**src/rtl/irq_cond_pkg.sv**
```systemverilog
// Shared types and register offsets for the APB interrupt-line conditioner.
package irq_cond_pkg;

    typedef enum logic [1:0] {
        IRQ_LEVEL = 2'b00,
        IRQ_RISE  = 2'b01,
        IRQ_FALL  = 2'b10,
        IRQ_BOTH  = 2'b11
    } irq_mode_e;

    localparam logic [4:0] REG_MODE_LO = 5'h00;
    localparam logic [4:0] REG_MODE_HI = 5'h04;
    localparam logic [4:0] REG_PENDING = 5'h08;
    localparam logic [4:0] REG_MASK    = 5'h0C;
    localparam logic [4:0] REG_RAW     = 5'h10;
    localparam logic [4:0] REG_FILTER  = 5'h14;

endpackage

```
**src/rtl/irq_line_cond.sv**
```systemverilog
// One request line: 2-flop synchroniser, debounce filter, edge detect and sticky pending bit.
module irq_line_cond
    import irq_cond_pkg::*;
#(
    parameter int unsigned FILT_W = 4
) (
    input  logic              clk_i,
    input  logic              HRESETn,
    input  logic              src,
    input  irq_mode_e         mode,
    input  logic [FILT_W-1:0] filter,
    input  logic              clr,
    input  logic              mask,
    output logic              raw,
    output logic              filt,
    output logic              pending,
    output logic              irq
);

    logic              ff1_q, ff2_q;
    logic              filt_q, filt_d, filt_dly_q;
    logic              pend_q, pend_d;
    logic              rise, fall, edge_hit;
    logic [FILT_W-1:0] cnt_q, cnt_d;

    always_ff @(posedge clk_i or negedge HRESETn) begin
        if (!HRESETn) begin
            ff1_q      <= 1'b0;
            ff2_q      <= 1'b0;
            cnt_q      <= '0;
            filt_q     <= 1'b0;
            filt_dly_q <= 1'b0;
            pend_q     <= 1'b0;
        end else begin
            ff1_q      <= src;
            ff2_q      <= ff1_q;
            cnt_q      <= cnt_d;
            filt_q     <= filt_d;
            filt_dly_q <= filt_q;
            pend_q     <= pend_d;
        end
    end

    // Any sample agreeing with the filtered level restarts the debounce count.
    always_comb begin
        cnt_d  = cnt_q;
        filt_d = filt_q;
        if (ff2_q == filt_q) begin
            cnt_d = '0;
        end else if (cnt_q == filter) begin
            filt_d = ff2_q;
            cnt_d  = '0;
        end else begin
            cnt_d = cnt_q + 1'b1;
        end
    end

    assign rise = filt_q & ~filt_dly_q;
    assign fall = ~filt_q & filt_dly_q;

    // A new edge beats a simultaneous software clear.
    always_comb begin
        edge_hit = 1'b0;
        unique case (mode)
            IRQ_LEVEL: edge_hit = 1'b0;
            IRQ_RISE:  edge_hit = rise;
            IRQ_FALL:  edge_hit = fall;
            IRQ_BOTH:  edge_hit = rise | fall;
        endcase
        pend_d = edge_hit | (pend_q & ~clr);
    end

    assign raw     = ff2_q;
    assign filt    = filt_q;
    assign pending = (mode == IRQ_LEVEL) ? filt_q : pend_q;
    assign irq     = mask & pending;

endmodule

```
**src/rtl/apb_irq_conditioner.sv**
```systemverilog
// APB-programmable conditioner: per-line sync/debounce/edge logic plus MODE, MASK, FILTER regs.
module apb_irq_conditioner
    import irq_cond_pkg::*;
#(
    parameter int unsigned APB_ADDR_WIDTH = 12,
    parameter int unsigned N_LINES        = 32,
    parameter int unsigned FILT_W         = 4
) (
    input  logic                      clk_i,
    input  logic                      HRESETn,
    input  logic [APB_ADDR_WIDTH-1:0] PADDR,
    input  logic [31:0]               PWDATA,
    input  logic                      PWRITE,
    input  logic                      PSEL,
    input  logic                      PENABLE,
    output logic [31:0]               PRDATA,
    output logic                      PREADY,
    output logic                      PSLVERR,
    input  logic [N_LINES-1:0]        src_i,
    output logic [N_LINES-1:0]        irq_o
);

    logic [4:0]           reg_off;
    logic                 wr_en;
    logic [2*N_LINES-1:0] mode_q, mode_d;
    logic [N_LINES-1:0]   mask_q, mask_d;
    logic [FILT_W-1:0]    filter_q, filter_d;
    logic [N_LINES-1:0]   clr, raw, filt, pending;
    logic                 unused_bits;

    assign reg_off     = {PADDR[4:2], 2'b00};
    assign wr_en       = PSEL & PENABLE & PWRITE;
    assign PREADY      = 1'b1;
    assign PSLVERR     = PSEL & (PADDR[4:2] > 3'd5);
    assign unused_bits = ^{PADDR[APB_ADDR_WIDTH-1:5], PADDR[1:0], filt, PWDATA};

    always_ff @(posedge clk_i or negedge HRESETn) begin
        if (!HRESETn) begin
            mode_q   <= '0;
            mask_q   <= '0;
            filter_q <= '0;
        end else begin
            mode_q   <= mode_d;
            mask_q   <= mask_d;
            filter_q <= filter_d;
        end
    end

    // Lines 16+ live in MODE_HI; the i%16 keeps the word index in range for every line.
    always_comb begin
        mode_d   = mode_q;
        mask_d   = mask_q;
        filter_d = filter_q;
        clr      = '0;
        if (wr_en) begin
            case (reg_off)
                REG_MODE_LO: begin
                    for (int i = 0; i < N_LINES; i++) begin
                        if (i < 16) mode_d[2*i +: 2] = PWDATA[2*(i%16) +: 2];
                    end
                end
                REG_MODE_HI: begin
                    for (int i = 0; i < N_LINES; i++) begin
                        if (i >= 16) mode_d[2*i +: 2] = PWDATA[2*(i%16) +: 2];
                    end
                end
                REG_PENDING: clr      = PWDATA[N_LINES-1:0];
                REG_MASK:    mask_d   = PWDATA[N_LINES-1:0];
                REG_FILTER:  filter_d = PWDATA[FILT_W-1:0];
                default: ;
            endcase
        end
    end

    always_comb begin
        PRDATA = '0;
        if (PSEL) begin
            case (reg_off)
                REG_MODE_LO: begin
                    for (int i = 0; i < N_LINES; i++) begin
                        if (i < 16) PRDATA[2*(i%16) +: 2] = mode_q[2*i +: 2];
                    end
                end
                REG_MODE_HI: begin
                    for (int i = 0; i < N_LINES; i++) begin
                        if (i >= 16) PRDATA[2*(i%16) +: 2] = mode_q[2*i +: 2];
                    end
                end
                REG_PENDING: PRDATA[N_LINES-1:0] = pending;
                REG_MASK:    PRDATA[N_LINES-1:0] = mask_q;
                REG_RAW:     PRDATA[N_LINES-1:0] = raw;
                REG_FILTER:  PRDATA[FILT_W-1:0]  = filter_q;
                default: ;
            endcase
        end
    end

    for (genvar g = 0; g < N_LINES; g++) begin : g_line
        irq_line_cond #(
            .FILT_W(FILT_W)
        ) u_line (
            .clk_i   (clk_i),
            .HRESETn (HRESETn),
            .src     (src_i[g]),
            .mode    (irq_mode_e'(mode_q[2*g +: 2])),
            .filter  (filter_q),
            .clr     (clr[g]),
            .mask    (mask_q[g]),
            .raw     (raw[g]),
            .filt    (filt[g]),
            .pending (pending[g]),
            .irq     (irq_o[g])
        );
    end

endmodule

```
**config.mk**
```make
export PLATFORM = sky130hd
export DESIGN_NAME = apb_irq_conditioner
export DESIGN_NICKNAME = d
export VERILOG_FILES = /design/src/rtl/irq_cond_pkg.sv /design/src/rtl/irq_line_cond.sv /design/src/rtl/apb_irq_conditioner.sv
export SDC_FILE = /design/constraint.sdc
export NUM_CORES = 1
export LEC_CHECK = 0
export BUFFER_PORTS_ARGS = -buffer_cell sky130_fd_sc_hd__buf_2
export CAP_MARGIN = 20
export CORE_MARGIN = 2
export CORE_UTILIZATION = 60
export CTS_BUF_LIST = sky130_fd_sc_hd__clkbuf_4
export DETAILED_ROUTE_END_ITERATION = 7
export MAX_ROUTING_LAYER = met4
export PLACE_DENSITY_LB_ADDON = 0.05
export SLEW_MARGIN = 20
export SYNTH_ARGS = -nofsm -noshare
export SYNTH_HDL_FRONTEND = slang
export SYNTH_SLANG_ARGS = --single-unit
export TNS_END_PERCENT = 100
```
**constraint.sdc**
```tcl
create_clock -name clk_i -period 2.2 [get_ports clk_i]
set_input_delay 0.11 -clock clk_i [delete_from_list [all_inputs] [get_ports clk_i]]
set_output_delay 0.11 -clock clk_i [all_outputs]
set_load 0.005 [all_outputs]
```
# Word level (Yosys, flattened, before mapping)
# Cells that the tools add are included.
[totals] reg_bits=388 input_bits=81 out_inout_bits=66 word_cells=919
[op_classes] add_sub_neg=32 order_cmp=1 eq_ne=165 mux=133 bitwise_logic=323 n_reduce_logical=69
[ops] operator="two-way mux 4 bit" count=64
[ops] operator="one-hot mux 28 bit (5 select lines)" count=1
[ops] operator="AND 1 bit" count=131
[ops] operator="adder 4 x 1 -> 4 bit, second input constant" count=32
[ops] operator="equality test 2 bit, second input constant" count=64
[ops] operator="equality test 4 bit" count=32
[ops] operator="inverter 1 bit" count=128
[ops] operator="one-hot mux 1 bit (4 select lines)" count=32
[ops] operator="two-way mux 32 bit" count=3
[ops] operator="AND reduction 2 bit" count=36
[ops] operator="equality test 2 x 1 -> 1 bit, second input constant" count=32
[ops] operator="zero test 2 bit" count=32
[ops] operator="OR 1 bit" count=64
[ops] operator="equality test 1 bit" count=32
[ops] operator="two-way mux 1 bit" count=32
[ops] operator="one-hot mux 4 bit (6 select lines)" count=1
[ops] operator="equality test 3 x 2 -> 1 bit, second input constant" count=2
[ops] operator="equality test 3 bit, second input constant" count=2
[ops] operator="zero test 5 bit" count=1
[ops] operator="equality test 3 x 1 -> 1 bit, second input constant" count=1
[ops] operator="greater-than comparator 3 bit, second input constant" count=1

# Depth between registers and ports, before layout
[logic_depth] depth_word=6 depth_mapped=7 ltp_nobuf=5

# Modules after synthesis
# Synthesis repeated with hierarchy kept, for this count alone.
[unflattened] hier_cells=1667 area_unflattened_um2=19711.4
[modules_own_cells] mod="irq_line_cond" instances=32 cells_each=39 area_per_inst_um2=447.9 seq_area_each_um2=225.2
[modules_own_cells] mod="apb_irq_conditioner" instances=1 cells_each=419 area_per_inst_um2=5377.7 seq_area_each_um2=2502.4

# Worst setup path after synthesis
# Ideal clock, no wire load.
[synth_timing] path_kind="register to register" startpoint="reg filter_q[1]" endpoint="reg g_line[10].u_line.cnt_q[2]" setup_time_ps=120 t_arrival_ps=1463 setup_slack_ps=616 stages_incl_launch_ff=7 path_buffers=2 period_less_slack_ps=1584 cell_sequence="dfrtp_1 buf_2 buf_2 xor2_1 nor4_1 nand2b_1 nor2_1"
[synth_between] elab_chain_cells=3
[synth_rtl] element="start: declaration" line="apb_irq_conditioner.sv:27" rtl="logic [FILT_W-1:0] filter_q, filter_d;"
[synth_rtl] element="start signal: assignment" line="apb_irq_conditioner.sv:45" rtl="filter_q <= filter_d;"
[synth_rtl] element="equality test 4 bit" line="irq_line_cond.sv:50" rtl="end else if (cnt_q == filter) begin"
[synth_rtl] element="two-way mux 4 bit" line="irq_line_cond.sv:50"
[synth_rtl] element="two-way mux 4 bit" line="irq_line_cond.sv:48" rtl="if (ff2_q == filt_q) begin"
[synth_rtl] element="net g_line[10].u_line.cnt_d[2]" line="irq_line_cond.sv:24" rtl="logic [FILT_W-1:0] cnt_q, cnt_d;"
[synth_rtl] element="end signal: assignment" line="irq_line_cond.sv:37" rtl="cnt_q <= cnt_d;"
[synth_rtl] element="end: declaration" line="irq_line_cond.sv:24"
# The timed path passes the listed nets, and every way through them passes these cells.
# A chain may end at the register's enable or synchronous reset.

# Final worst setup path
[layout_timing] startpoint="reg mode_q[38]" endpoint="out PRDATA[6]"
[layout_between] elab_chain_cells=2
[layout_rtl] element="start: declaration" line="apb_irq_conditioner.sv:25" rtl="logic [2*N_LINES-1:0] mode_q, mode_d;"
[layout_rtl] element="start signal: assignment" line="apb_irq_conditioner.sv:43" rtl="mode_q <= mode_d;"
[layout_rtl] element="one-hot mux 28 bit (5 select lines)" line="apb_irq_conditioner.sv:78" rtl="case (reg_off)"
[layout_rtl] element="two-way mux 32 bit" line="apb_irq_conditioner.sv:77" rtl="if (PSEL) begin"
[layout_rtl] element="end: declaration" line="apb_irq_conditioner.sv:16" rtl="output logic [31:0] PRDATA,"
# Every way passes these cells.

==> out/metrics.cfg <==
[outcome]
status=finished, violations left
failed_checks=setup timing

[floorplanning]
chipHeight_um=183
floorplan.die_area_mm2=0.0336
boundaryPins=147
floorplan.initialDensity_pct=61.0
coreArea_mm2=0.0316
fp.dieW_um=183
num_rows=65

[drt]
initialDrtViolationCount=867
detailroute.via_count=14200
post-route-drc-count=0
vias_per_cell=5.52
routed_wl_um=47900
wl_per_cell_um=18.7
drt_pass1_iterations=7
drtAntennaViolNets=0

[cells_and_area]
layout.cells.most_common=dfrtp_1
fill_cells=2187
final_cell_mix=dfrtp_1, nor2_1, xor2_1
number_of_nets_at_the_end_of_the_flow=2265
multi_input_logic_area_mm2=0.00887
drive_above_1_share_pct=29.0
post-route-util_pct=75.0
seq_area_mm2=0.00978
area_growth_pct=23.0

[critical_path]
req_time_crit_path_ps=2090
worst_setup_path_startpoint=mode_q[38]
worst-r2r-cell-count=7
ff_to_ff_start=filter_q[3]
worst-r2r-setup-slack_ps=130
timing.critical_path.fanout_max=4
setup.worst_path.end_class=output port
worstPathArrival_ps=2140
timing.setup.critical_path_class=reg -> out
regToRegEndpoint=g_line[27].u_line.cnt_q[2]
start_kind=register
timing_endpoint_of_the_critical_path=PRDATA[6]

[clocking]
cts_tree=done
cts-root-to-sink-buffers=3
ctsRootBufferMaster=clkbuf_4
worstSkewPairLatency_ps=790
cts_bufs_inserted=102
clock_sinks=388
clkTransAtPathRegs_ps=70
cts_htree_levels=3

[logic_synthesis]
synth_area_mm2=0.0193
syn_inst=1718
syn_nets=1895
synthesis.yosys.warnings=0
ys_seq_area_share_pct=50.3
postSynthRegisterBits=388
yosysUniqueCellTypes=44
syn_area_per_cell_um2=11.2

[sta]
fin_setup_tns_ps=-145
grt_setup_unrepaired=true
timing_max_transition_violations_final=0
setup_viol=7
fin_worst_skew_ps=47.3
layout_worst_path_cycle_share_pct=102
fmax_mhz=444
relSlewSlack_pct=63.9
layout_setup_ws_ps=-53.7
worst_slew_pin_slew_ps=542
final-hold-violation-count=0
timing.final.crit_period_ps=2250

[worst_hold_path]
hold_class=in -> reg

[pwr]
power_leakage_uw=0.0117
p_clk_share_pct=24.3
switching_power_uw=9440
p_int_uw=16800
share_comb_of_total_power_pct=33.7
power_per_cell_area_mw_per_mm2=1110
power.sequential.fraction_pct=41.9
vdd.ir_drop.worst_uv=709
power_switching_share_pct=35.9

[placed_design]
gp_congestion=0.821
detailed_place_hpwl_um=30600
buffer_ports.inserted=136
dp_worst_setup_slack_ps=333

[grt]
overflow=0
gr-usage-all-layers_pct=30.3
grt_first_pass_wirelength_um=76500
maximum_number_of_pins_on_one_net_before_global_route_repair=87
first_global_vias=14700
antenna_violations_before_repair=1

[flow_run]
total_of_max_cap_violations=0

-- how the worst min path moves through the flow --
stage                                      to  depth (start not counted)  slack, ps  startpoint
detailed placement  g_line[2].u_line.cnt_q[2]                          1         40     HRESETn
finish               g_line[16].u_line.pend_q                          6         90      PWRITE
global route         g_line[11].u_line.pend_q                          6         70      PWRITE
CTS                  g_line[16].u_line.pend_q                          6          6      PWRITE
global placement    g_line[2].u_line.cnt_q[2]                          1         50     HRESETn
floorplan                         filter_q[0]                          0       -190     HRESETn
-- synthesized netlist by cell type (all sizes together) --
cell | n | area, um^2
conb | 1 | 3.75
mux2 | 104 | 1280
mux4 | 1 | 22.5
ha | 96 | 1200
a211oi | 2 | 15.0
a21oi | 11 | 55.1
and2 | 31 | 194
nand2 | 99 | 372
o2bb2ai | 28 | 245
xor2 | 180 | 1580
a221o | 34 | 340
nor2 | 204 | 773
nand3 | 33 | 170
xnor2 | 44 | 385
nand4 | 4 | 25.0
inv | 119 | 447
o31ai | 29 | 218
nor2b | 2 | 12.5
buf | 78 | 549
clkbuf | 8 | 30.0
o311a | 2 | 20.0
a21boi | 2 | 15.0
nand2b | 33 | 206
nor4 | 29 | 181
o31a | 1 | 8.76
a32o | 1 | 10.0
or3 | 1 | 6.26
nor3 | 3 | 31.3
or4 | 1 | 11.3
dfrtp | 388 | 9710
mux2i | 55 | 551
a222oi | 28 | 280
o21ai | 62 | 310
and3 | 4 | 25.0
-- repair_timing --
item                                    4_1_cts  5_1_grt
setup buffers                                38       15
hold buffers                                 99        0
pin swaps                                    24       30
endpoints found under the setup margin       33       45
resized for setup                            77       75
hold endpoints to repair                    552        0
-- final cells by class --
class	instances	share of cell area, %
inverter	119	1.88
sequential	388	41.2
multi-input combinational	1125	37.4
clock inverter	29	0.691
timing repair buffer	352	11.8
clock buffer	153	4.84
tap	402	2.12
antenna	1	0.0105
-- registers in the layout (all words and copies together) (netlist names) --
name                      cells
g_line.u_line.cnt_q         128
g_line.u_line.filt           32
mode_q                       64
g_line.u_line.ff1_q          32
g_line.u_line.filt_dly_q     32
mask_q                       32
g_line.u_line.raw            32
filter_q                      4
g_line.u_line.pend_q         32
-- routing by layer --
metal  GRT usage [%]  wire, um  up-vias
li1                -         -     6616
met1            38.6     20800     7020
met2            48.6     23300      425
met3            5.56      2470      117
met4            11.3      1380        0
met5               -         0        -
-- logic make-up after synthesis --
group	synth area share (%)
AO/OA/AOI/OAI	7.87
XOR/XNOR	10.2
adder cells (fa/ha/maj)	6.23
buffers and inverters	5.32
flip-flops	50.3
multiplexers	9.63
other	0.0194
AND/OR/NAND/NOR	10.4
-- metrics by stage --
step | std cells | cell area, um^2 | hold WS [ps] | total power [uW]
floorplan | 1718 | 19300 | -186 | 16100
global placement | 2235 | 20600 | 45.1 | 18400
detailed placement | 2235 | 20600 | 43.1 | 18800
CTS | 2553 | 23400 | 5.97 | 26000
global route | 2569 | 23700 | 65.4 | 28300
finish | 2569 | 23700 | 86.1 | 26300
-- critical path, stage by stage, from the launching register on --
cell,delay [ps]
dfrtp_2,440
mux2i_1,150
o2bb2ai_1,90
a222oi_1,460
nor2_1,80
buf_2,140
-- power groups by stage --
stage	combinational [uW]	sequential [uW]	clock, uW
2_1_floorplan	5690	10500	0
5_1_grt	10000	11300	6980
3_5_place_dp	7720	11100	0
4_1_cts	8460	10900	6570
6_report	8870	11000	6400
3_3_place_gp	7380	11000	0
No activity file was read; power rests on OpenSTA's default activity.
